$ cat src/rtl/serial_fa_adder_if.sv
// Request/result bundle for the bit-serial adder: operands and start in, status and result out.
interface serial_fa_adder_if #(
  parameter int unsigned WIDTH = 8
);
  logic             start;
  logic [WIDTH-1:0] a;
  logic [WIDTH-1:0] b;
  logic             cin;
  logic             busy;
  logic             done;
  logic [WIDTH-1:0] sum;
  logic             cout;

  modport master (output start, a, b, cin, input busy, done, sum, cout);
  modport slave  (input start, a, b, cin, output busy, done, sum, cout);
endinterface

$ cat src/rtl/serial_fa_adder.sv
// Bit-serial WIDTH-bit adder: one mux-form full-adder cell fed LSB first,
// carry held in a register between bits, result published only at completion.
module serial_fa_adder #(
  parameter int unsigned WIDTH = 8
) (
  input logic             clk,
  input logic             rst,
  serial_fa_adder_if.slave bus
);

  localparam int unsigned CW = (WIDTH > 1) ? $clog2(WIDTH) : 1;
  localparam logic [CW-1:0] LAST = CW'(WIDTH - 1);

  localparam logic [1:0] S_IDLE = 2'd0;
  localparam logic [1:0] S_RUN  = 2'd1;
  localparam logic [1:0] S_DONE = 2'd2;

  logic [1:0]       state;
  logic [1:0]       state_n;
  logic [WIDTH-1:0] a_sr;
  logic [WIDTH-1:0] b_sr;
  logic [WIDTH-1:0] part;
  logic [WIDTH-1:0] part_n;
  logic             carry;
  logic [CW-1:0]    cnt;
  logic             bit_a;
  logic             bit_b;
  logic             p;
  logic             s_bit;
  logic             c_bit;
  logic             last_bit;
  logic             busy;
  logic             done;
  logic [WIDTH-1:0] sum;
  logic             cout;

  // Full-adder cell on the current bit pair plus next-state decode
  always_comb begin
    state_n  = state;
    bit_a    = a_sr[0];
    bit_b    = b_sr[0];
    p        = bit_a ^ bit_b;
    s_bit    = carry ? ~p : p;
    c_bit    = p ? carry : bit_a;
    part_n   = WIDTH'({s_bit, part} >> 1);
    last_bit = (cnt == LAST);
    case (state)
      S_IDLE:  if (bus.start) state_n = S_RUN;
      S_RUN:   if (last_bit) state_n = S_DONE;
      S_DONE:  state_n = S_IDLE;
      default: state_n = S_IDLE;
    endcase
  end

  always_ff @(posedge clk) begin
    if (rst) state <= S_IDLE;
    else     state <= state_n;
  end

  // Operand shifting, carry chain and result capture
  always_ff @(posedge clk) begin
    if (rst) begin
      busy  <= 1'b0;
      done  <= 1'b0;
      sum   <= '0;
      cout  <= 1'b0;
      a_sr  <= '0;
      b_sr  <= '0;
      part  <= '0;
      carry <= 1'b0;
      cnt   <= '0;
    end else begin
      busy <= (state_n == S_RUN);
      done <= (state_n == S_DONE);
      case (state)
        S_IDLE: begin
          if (bus.start) begin
            a_sr  <= bus.a;
            b_sr  <= bus.b;
            carry <= bus.cin;
            cnt   <= '0;
          end
        end
        S_RUN: begin
          part  <= part_n;
          carry <= c_bit;
          a_sr  <= a_sr >> 1;
          b_sr  <= b_sr >> 1;
          cnt   <= cnt + CW'(1);
          if (last_bit) begin
            sum  <= part_n;
            cout <= c_bit;
          end
        end
        default: ;
      endcase
    end
  end

  assign bus.busy = busy;
  assign bus.done = done;
  assign bus.sum  = sum;
  assign bus.cout = cout;

endmodule
$ cat src/flat_wrapper.sv
// flat-port wrapper written by rule: the top's interface ports become plain ports
module serial_fa_adder_flat 
#(
  parameter int unsigned WIDTH = 8
)
  (clk, rst, bus_start, bus_a, bus_b, bus_cin, bus_busy, bus_done, bus_sum, bus_cout);
  serial_fa_adder_if #(.WIDTH(WIDTH)) bus_i ();
  input logic clk;
  input logic rst;
  input wire logic [$bits(bus_i.start)-1:0] bus_start;
  input wire logic [$bits(bus_i.a)-1:0] bus_a;
  input wire logic [$bits(bus_i.b)-1:0] bus_b;
  input wire logic [$bits(bus_i.cin)-1:0] bus_cin;
  output wire logic [$bits(bus_i.busy)-1:0] bus_busy;
  output wire logic [$bits(bus_i.done)-1:0] bus_done;
  output wire logic [$bits(bus_i.sum)-1:0] bus_sum;
  output wire logic [$bits(bus_i.cout)-1:0] bus_cout;
  assign bus_i.start = bus_start;
  assign bus_i.a = bus_a;
  assign bus_i.b = bus_b;
  assign bus_i.cin = bus_cin;
  assign bus_busy = bus_i.busy;
  assign bus_done = bus_i.done;
  assign bus_sum = bus_i.sum;
  assign bus_cout = bus_i.cout;
  serial_fa_adder #(.WIDTH(WIDTH)) u_core (.clk(clk), .rst(rst), .bus(bus_i));
endmodule
$ cat config.mk
export PLATFORM = sky130hd
export DESIGN_NAME = serial_fa_adder_flat
export DESIGN_NICKNAME = d
export VERILOG_FILES = /design/src/rtl/serial_fa_adder_if.sv /design/src/rtl/serial_fa_adder.sv /design/src/flat_wrapper.sv
export SDC_FILE = /design/constraint.sdc
export NUM_CORES = 1
export LEC_CHECK = 0
export CAP_MARGIN = 20
export CORE_ASPECT_RATIO = 1.1
export CORE_MARGIN = 5
export CORE_UTILIZATION = 54
export DETAILED_ROUTE_END_ITERATION = 8
export GPL_TIMING_DRIVEN = 0
export PLACE_DENSITY_LB_ADDON = 0.05
export SLEW_MARGIN = 20
export SYNTH_ARGS = -nofsm -noshare
export SYNTH_HDL_FRONTEND = slang
export SYNTH_SLANG_ARGS = --single-unit
export TNS_END_PERCENT = 100
$ cat constraint.sdc
create_clock -name clk -period 2.8 [get_ports clk]
set_input_delay 0.28 -clock clk [delete_from_list [all_inputs] [get_ports clk]]
set_output_delay 0.28 -clock clk [all_outputs]
set_load 0.02 [all_outputs]
### Word level (Yosys, flattened, before mapping)

Cells that the tools add are included.

| storage, ports and cells | value |
|---|---|
| register bits | 41 |
| latch bits | 0 |
| RAM bits | 0 |
| bits in read-only memories | 0 |
| bits of input ports | 20 |
| output and inout port bits | 11 |
| memories kept | 0 |

| cells by class | value |
|---|---|
| add/sub/neg operators | 1 |
| multipliers | 0 |
| divide/modulo/power cells | 0 |
| $lt $le $gt $ge | 0 |
| eq/ne operators | 5 |
| shift-type cells | 0 |
| muxes and demuxes | 13 |
| bitwise logic cells | 2 |
| reductions and logical operators | 4 |

Operators by type and width:

| cell | count |
|---|---|
| $pmux 8 s2 | 2 |
| $mux 8 | 2 |
| $pmux 3 s2 | 1 |
| $eq 2x1->1 const B | 2 |
| $mux 2 | 2 |
| $pmux 2 s2 | 1 |
| $reduce_and 2->1 | 2 |
| $add 3x1->3 const B | 1 |
| $eq 3x3->1 const B | 1 |
| $mux 1 | 3 |
| $mux 3 | 1 |
| $eq 2x2->1 const B | 1 |
| $logic_not 2->1 | 1 |
| $ne 2x2->1 const B | 1 |
| $pmux 1 s2 | 1 |
| $reduce_bool 2->1 | 1 |
| $not 1->1 | 1 |
| $xor 1x1->1 | 1 |

### Logic depth before layout (Yosys ltp)

Gate-level depths: netlist of run 1.

| depth | value |
|---|---|
| depth after elaboration | 4 |
| depth in mapped cells | 6 |
| gate-level depth less buffers | 5 |

### Worst setup path before layout of run 1

OpenSTA, ideal clock, no wires.

| path | value |
|---|---|
| path kind | register to register |
| start | reg u_core.cnt[0] |
| end | reg u_core.cout, in the netlist u_core.bus.cout |
| data arrival time | 1,142 ps |
| data required time | 2,661 ps |
| path slack | 1,519 ps |
| cell stages (with the launch flop) | 7 |
| buffers on the path | 1 |
| period minus slack after synthesis | 1,281 ps |
| path through | dfxtp_1 > ha_1 > ha_1 > and3b_1 > buf_2 > nor2_1 > nor3_1 |

| between the ends | value |
|---|---|
| longest elaborated chain between the ends | 2 |

Ends and longest elaborated chain:

| element | RTL line | RTL |
|---|---|---|
| from (decl) | serial_fa_adder.sv:25 | `logic [CW-1:0] cnt;` |
| from (signal assigned) | serial_fa_adder.sv:89 | `cnt <= cnt + CW'(1);` |
| $eq 3x3->1 | serial_fa_adder.sv:46 | `last_bit = (cnt == LAST);` |
| $reduce_and 2->1 (no line) | -- |  |
| to (signal assigned) | serial_fa_adder.sv:92 | `cout <= c_bit;` |
| to (decl) | serial_fa_adder.sv:35 | `logic cout;` |

No other way between the ends.
A chain may end at the register's enable or synchronous reset.

### Final worst setup path of run 1

| path | value |
|---|---|
| start | reg u_core.sum[6], in the netlist u_core.bus.sum[6] |
| end | out bus_sum[6] |

RTL lines:

| element | RTL line | RTL |
|---|---|---|
| from (decl) | serial_fa_adder.sv:34 | `logic [WIDTH-1:0] sum;` |
| from (signal assigned) | serial_fa_adder.sv:91 | `sum <= part_n;` |
| to (decl) | flat_wrapper.sv:16 | `output wire logic [$bits(bus_i.sum)-1:0] bus_sum;` |

No word-level cell between the ends.

==> run summary, run 1 <==
run status -> finished, final reports clean
WP buf/inv -> 1
Synth area leaders -> dfxtp_1 (48%), nand2_1 (13%), a311oi_2 (9.1%)
Switch Pwr -> 276 µW
vias per cell -> 5.44
EDFF count, synth -> 0
Post-Route Skew -> 0.0139 ns
Wirelength per Cell -> 13.3 µm
Area growth syn-to-layout -> 24.1%
multiplexer area fraction after synthesis -> 0%
hold_buf cts -> 0
Syn Area/Cell -> 8.91 µm²
CP Class -> reg -> out
top_reg_cell synth -> dfxtp_1
grt total ovfl -> 0
final wirelength -> 3420 µm
I/O pin total -> 31
All-Layer GR Usage -> 16.8%
Final min period -> 1.60 ns
layout net count -> 244
Post-synth ARST share -> 0%
area of the multi-input gates -> 749 µm²
Die Y -> 68.1 µm
Slew headroom -> 58.2%
hold path depth -> 2
sequential power share -> 57.1%
CP peak stage delay -> 0.61 ns
Clock transition at path regs -> 0.13 ns
Post-Synth XOR/XNOR Area -> 1.43%
H-tree lvl count -> 2
post-synthesis adder-cell area fraction -> 2.11%
Critical R2R Capture -> u_core.bus.sum[6]
DR iter-0 viols -> 83
Max Fclk -> 0.625 GHz
hold crit path type -> in -> reg
Hold Fails Final Rpt -> 0
yosys warns -> 0
Post-Route M1 WL -> 1550 µm
Worst-Margin Slew -> 0.628 ns
Synth area leader -> dfxtp_1
Startpoint Class -> register
Die X -> 62.8 µm
combinational cell fraction of total power -> 13.8%
hold endpoint -> u_core.cnt[2]
unrepaired setup endpoints after global routing -> no
Yosys cell types -> 24
met3 wire len -> 152 µm
complex-gate fraction of the synthesized area -> 20.5%
post-synth top area share -> 48.3%
VDD IR max -> 0.323 mV
Post-synth top cells -> nand2_1 (58), dfxtp_1 (40), nor2_1 (24)
Initial Util -> 55.3%
Final Setup Violations -> 0
largest net degree at the start of global routing -> 14
max-cap viol count -> 0
Cells after Synth -> 186
initial antenna violation count -> 0
Worst Path Max Fanout -> 2
Worst R2R Setup Slack -> 1.40 ns
Arrival @ worst endpoint -> 1.32 ns
Clock Path Buffers -> 2
Sink Count -> 40
drt drc -> 0
diode count -> 0
Req. time, crit path -> 2.52 ns
post-route ant nets -> 0
via count -> 1,398
LEAKAGE -> 0.000757 µW
Sw Ratio -> 25.9%
worst-path cell chain -> clkdlybuf4s50_1
sequential cell area -> 801 µm²
CTS tree -> done
Resize count post-CTS -> 0
#FFs+latches synth -> 40
post-DP HPWL -> 2470 µm
core footprint -> 3000 µm²
met2 routed WL -> 1680 µm
endpoint class of the critical path -> output pin
first-pass GRT wire length -> 5600 µm
share of cells above drive strength 1 -> 13.0%
Row Count -> 21
slowest CP cell -> clkdlybuf4s50_1
Top Layer Used -> met4
Final TNS setup -> 0 ns
Post-Synth Simple-Gate Area -> 21.1%
fin crit share -> 57.1%
post-synthesis sequential area ratio -> 48.3%
Final Wtd Congestion -> 0.806
hold path start -> rst
critical path's top delay family -> buffers and inverters
Die Area -> 4280 µm²
clock network fraction of total power -> 29.1%
largest family of logic cells by synthesized area -> simple AND/OR/NAND/NOR gates
Fill cells -> 260
Root Driver -> clkbuf_4
total power -> 1070 µW
Syn Nets -> 208
most frequent cell after synthesis -> nand2_1
PD cells -> 519 nW/µm²
post-synthesis cell area -> 1660 µm²
vias in the first global route -> 1,287
fin. max-slew vios -> 0
cells on worst reg2reg path -> 6
first-pass iteration count of the detailed router -> 4
worst reg2reg startpoint -> u_core.cnt[0]
Clock Latency Late Sink -> 0.35 ns
PortBufs -> 29
post-CTS setup buffers -> 0
Num CTS Buffers -> 5
Internal Dissipation -> 790 µW
[per-stage QoR]
step	cell area [µm²]	instances	hold WS [ns]	util [%]	setup WS, ns
2_1_floorplan	1660	186	0.428	-	1.52
3_3_place_gp	1990	249	0.444	66.5	1.25
3_5_place_dp	1990	249	0.446	66.5	1.23
4_1_cts	2060	257	0.293	68.7	1.17
5_1_grt	2060	257	0.314	68.7	1.13
6_report	2060	257	0.312	68.7	1.20
[state kept, by name (all words and copies together) (netlist names), 2 cells and up]
| register | cells |
|---|---|
| u_core.a_sr | 8 |
| u_core.b_sr | 8 |
| u_core.bus.sum | 8 |
| u_core.cnt | 3 |
| u_core.part | 7 |
| u_core.state | 2 |
[power by group through the flow]
stage	clock network [µW]	logic [µW]	registers (µW)
final	311	147	609
after global routing	346	160	612
after CTS	325	148	609
after detailed placement	0	147	622
after global placement	0	143	621
after floorplan	0	97.7	620
[metal layers]
layer  vias up  track usage, %
met2        27            28.1
met1       660            19.9
met5         -               0
met4         0            6.37
li1        707               -
met3         4            6.08
[final cells by class]
type | instances | area share, %
sequential | 40 | 38.9
buffer | 15 | 5.23
timing repair buffer | 29 | 14.1
clock inverter | 2 | 0.730
tap | 34 | 2.07
clock buffer | 6 | 2.49
multi-input combinational | 131 | 36.4
[how the worst max path moves through the flow]
| stage | startpoint | to | slack [ns] | depth (start not counted) |
|---|---|---|---|---|
| after floorplan | u_core.cnt[0] | u_core.bus.cout | 1.52 | 6 |
| after global placement | bus_start | u_core.b_sr[4] | 1.25 | 5 |
| after detailed placement | bus_start | u_core.b_sr[2] | 1.23 | 5 |
| after CTS | u_core.bus.sum[6] | bus_sum[6] | 1.17 | 1 |
| after global routing | u_core.bus.sum[6] | bus_sum[6] | 1.13 | 1 |
| final | u_core.bus.sum[6] | bus_sum[6] | 1.20 | 1 |
[layout by cell type, fill, tap and decap left out]
cell type | synthesis | final
a211oi_1 | 3 | 3
a21oi_1 | 15 | 15
a222oi_1 | 1 | 1
a22oi_1 | 4 | 4
a311oi_1 | 4 | 4
a311oi_2 | 10 | 10
and2b_1 | 1 | 1
and3b_1 | 1 | 1
buf_1 | 1 | 1
buf_2 | 5 | 5
buf_6 | 6 | 6
clkbuf_1 | 3 | 3
clkbuf_4 | 0 | 5
clkbuf_8 | 0 | 1
clkdlybuf4s50_1 | 0 | 29
clkinvlp_4 | 0 | 2
dfxtp_1 | 40 | 40
ha_1 | 2 | 2
maj3_1 | 1 | 1
nand2_1 | 58 | 58
nand2b_1 | 1 | 1
nand3b_1 | 1 | 1
nor2_1 | 24 | 24
nor3_1 | 1 | 1
nor3b_1 | 1 | 1
o21ba_1 | 1 | 1
o21bai_1 | 1 | 1
xor3_1 | 1 | 1
[cell families (layout without fill, tap and decap cells)]
group,Yosys count,after routing
buffers and inverters,15,52
xor gates and xnor gates,1,1
DFF,40,40
and+or+nand+nor,88,88
AOI/OAI and AO/OA,39,39
adders and majority gates,3,3
No activity file was read; power rests on OpenSTA's default activity.
==> run 2, diff against run 1 <==
--- a/config.mk
+++ b/config.mk
@@ -8,7 +8,7 @@
 export CAP_MARGIN = 20
 export CORE_ASPECT_RATIO = 1.1
 export CORE_MARGIN = 5
-export CORE_UTILIZATION = 54
+export CORE_UTILIZATION = 46
 export DETAILED_ROUTE_END_ITERATION = 8
 export GPL_TIMING_DRIVEN = 0
 export PLACE_DENSITY_LB_ADDON = 0.05
==> constraint.sdc (replaced) <==
create_clock -name clk -period 1.3 [get_ports clk]
set_input_delay 0.13 -clock clk [delete_from_list [all_inputs] [get_ports clk]]
set_output_delay 0.13 -clock clk [all_outputs]
set_load 0.02 [all_outputs]
==> run summary, run 2 (synthesis gave the netlist of run 1 again) <==
PD cells -> 1020 nW/µm² (+97%)
Worst-Margin Slew -> 0.722 ns (+0.0944 ns)
Root Driver -> clkbuf_4
met2 routed WL -> 1960 µm (+17%)
PortBufs -> 29 (unchanged)
Final Wtd Congestion -> 0.811 (+0.63%)
via count -> 1,493 (+6.8%)
WP buf/inv -> 1 (unchanged)
slowest CP cell -> dfxtp_2
max-cap viol count -> 0 (unchanged)
Top Layer Used -> met4
initial antenna violation count -> 0 (unchanged)
Hold Fails Final Rpt -> 0 (unchanged)
I/O pin total -> 31 (unchanged)
largest net degree at the start of global routing -> 13 (-1)
Req. time, crit path -> 1.52 ns (-1.00 ns)
core footprint -> 3410 µm² (+14%)
H-tree lvl count -> 2 (unchanged)
Switch Pwr -> 623 µW (+130%)
grt total ovfl -> 0 (unchanged)
post-DP HPWL -> 2530 µm (+2.3%)
Post-Route Skew -> 0.0101 ns (-0.00381 ns)
Inst Count DP -> 263 (+5.6%)
sequential power share -> 57.3% (+0.2 points)
Slew headroom -> 51.9% (-6.3 points)
DR iter-0 viols -> 77 (-7.2%)
total power -> 2310 µW (+120%)
most frequent cells in the layout -> nand2_1 (52), dfxtp_1 (33), nor2_1 (23), clkdlybuf4s50_1 (18), a21oi_1 (13)
Clock Path Buffers -> 2 (unchanged)
layout net count -> 253 (+3.7%)
Min Hold Slack -> 0.167 ns (-0.145 ns)
CP peak stage delay -> 0.36 ns (-0.25 ns)
Sink Count -> 40 (unchanged)
Final Setup Violations -> 0 (unchanged)
Arrival @ worst endpoint -> 1.52 ns (+0.20 ns)
combinational cell fraction of total power -> 16.7% (+2.9 points)
run status -> finished, final reports clean
hold_buf cts -> 0 (unchanged)
fin crit share -> 100%
vias in the first global route -> 1,388 (+7.8%)
met3 wire len -> 187 µm (+23%)
Post-Layout Cell Count -> 279 (+8.6%)
Wirelength per Cell -> 14.3 µm (+7.3%)
CTS tree -> done
Worst Path Max Fanout -> 5 (+3)
Clock transition at path regs -> 0.12 ns (about the same)
LEAKAGE -> 0.000886 µW (+17%)
cell repeated most along the worst path -> ha_4
worst-path cell chain -> ha_4 -> ha_4 -> and3b_2 -> buf_6 -> nand2_1 -> a21oi_1
Clock Latency Late Sink -> 0.35 ns (about the same)
commonest non-fill, non-tap cell in the layout -> nand2_1
critical path's top delay family -> flip-flops
Die Y -> 73.0 µm (+7.1%)
first-pass iteration count of the detailed router -> 4 (unchanged)
diode count -> 0 (unchanged)
final wirelength -> 3990 µm (+17%)
Die X -> 67.2 µm (+7.0%)
first-pass GRT wire length -> 6290 µm (+12%)
share of cells above drive strength 1 -> 26.8% (+14 points)
vias per cell -> 5.35 (-1.6%)
hold crit path type -> in -> reg
Area growth syn-to-layout -> 35.8%
Num CTS Buffers -> 5 (unchanged)
Final min period -> 1.30 ns
Initial Util -> 48.6% (-6.8 points)
Internal Dissipation -> 1680 µW (+110%)
post-route ant nets -> 0 (unchanged)
drt drc -> 0 (unchanged)
Row Count -> 22 (+4.8%)
Die Area -> 4910 µm² (+15%)
unrepaired setup endpoints after global routing -> yes
All-Layer GR Usage -> 17.3% (+0.57 points)
clock network fraction of total power -> 26.0% (-3.1 points)
Startpoint Class -> register
CP Class -> reg -> reg
Max Fclk -> 0.769 GHz
Sw Ratio -> 27.0% (+1.1 points)
VDD IR max -> 0.722 mV (+120%)
fin. max-slew vios -> 0 (unchanged)
endpoint class of the critical path -> register
Largest regs -> u_core.a_sr x8, u_core.b_sr x8, u_core.bus.sum x8
Post-Route M1 WL -> 1770 µm (+14%)
run 2: cell type report:
| type | count | area [µm²] |
|---|---|---|
| clock buffers | 5 | 37.5 |
| fillers | 312 | 1160 |
| flip-flops and latches | 40 | 810 |
| clock inverters | 2 | 12.5 |
| repair buffers | 38 | 359 |
| plain buffers | 15 | 140 |
| multi-input cells | 131 | 832 |
| well taps | 48 | 60.1 |
run 2: repair_timing:
item                                    in CTS  in global routing
buffers inserted                             2                  4
cloned                                       0                  3
endpoints found under the setup margin      22                 26
pin swaps                                    1                  6
endpoints found under the hold margin        0                  0
gates resized for setup                     17                 35
run 2: through the flow:
stage | TNS, ns | cell area [µm²] | setup WS, ns | utilization (%)
floorplan | 0 | 1660 | 0.0190 | -
global placement | -1.28 | 2010 | -0.106 | 58.8
detailed placement | -2.44 | 2010 | -0.195 | 58.8
CTS | 0 | 2080 | 0.00361 | 60.8
global route | -0.267 | 2250 | -0.0423 | 65.9
finish | 0 | 2250 | 0.000194 | 65.9
run 2: worst paths after layout:
check	slack, ns	cells after the start	endpoint	startpoint
setup / recovery	0.0002	6	u_core.bus.sum[4]	u_core.cnt[0]
hold / removal	0.17	2	u_core.cnt[1]	rst
setup reg to reg	0.0002	6	u_core.bus.sum[4]	u_core.cnt[0]
hold reg to reg	0.46	2	u_core.bus.sum[0]	u_core.part[1]
run 2: worst reg2reg max path: cells and delay by family (launching register included):
kind / cells / cell delay [ns]
fa+ha+maj: 2 / 0.32
flops: 1 / 0.36
simple gates: 2 / 0.28
compound gates: 1 / 0.06
buf+inv: 1 / 0.14
run 2: power groups by stage:
stage	Sequential [µW]	Combinational [µW]	Clock (µW)
floorplan	1340	210	0
global placement	1340	309	0
detailed placement	1340	320	0
CTS	1310	326	613
global route	1330	420	673
finish	1320	384	600
run 2: metal layers:
layer	up-vias	global-route usage, %
li1	724	-
met1	731	21.2
met2	31	27.5
met3	7	6.32
met4	0	6.76
met5	-	0
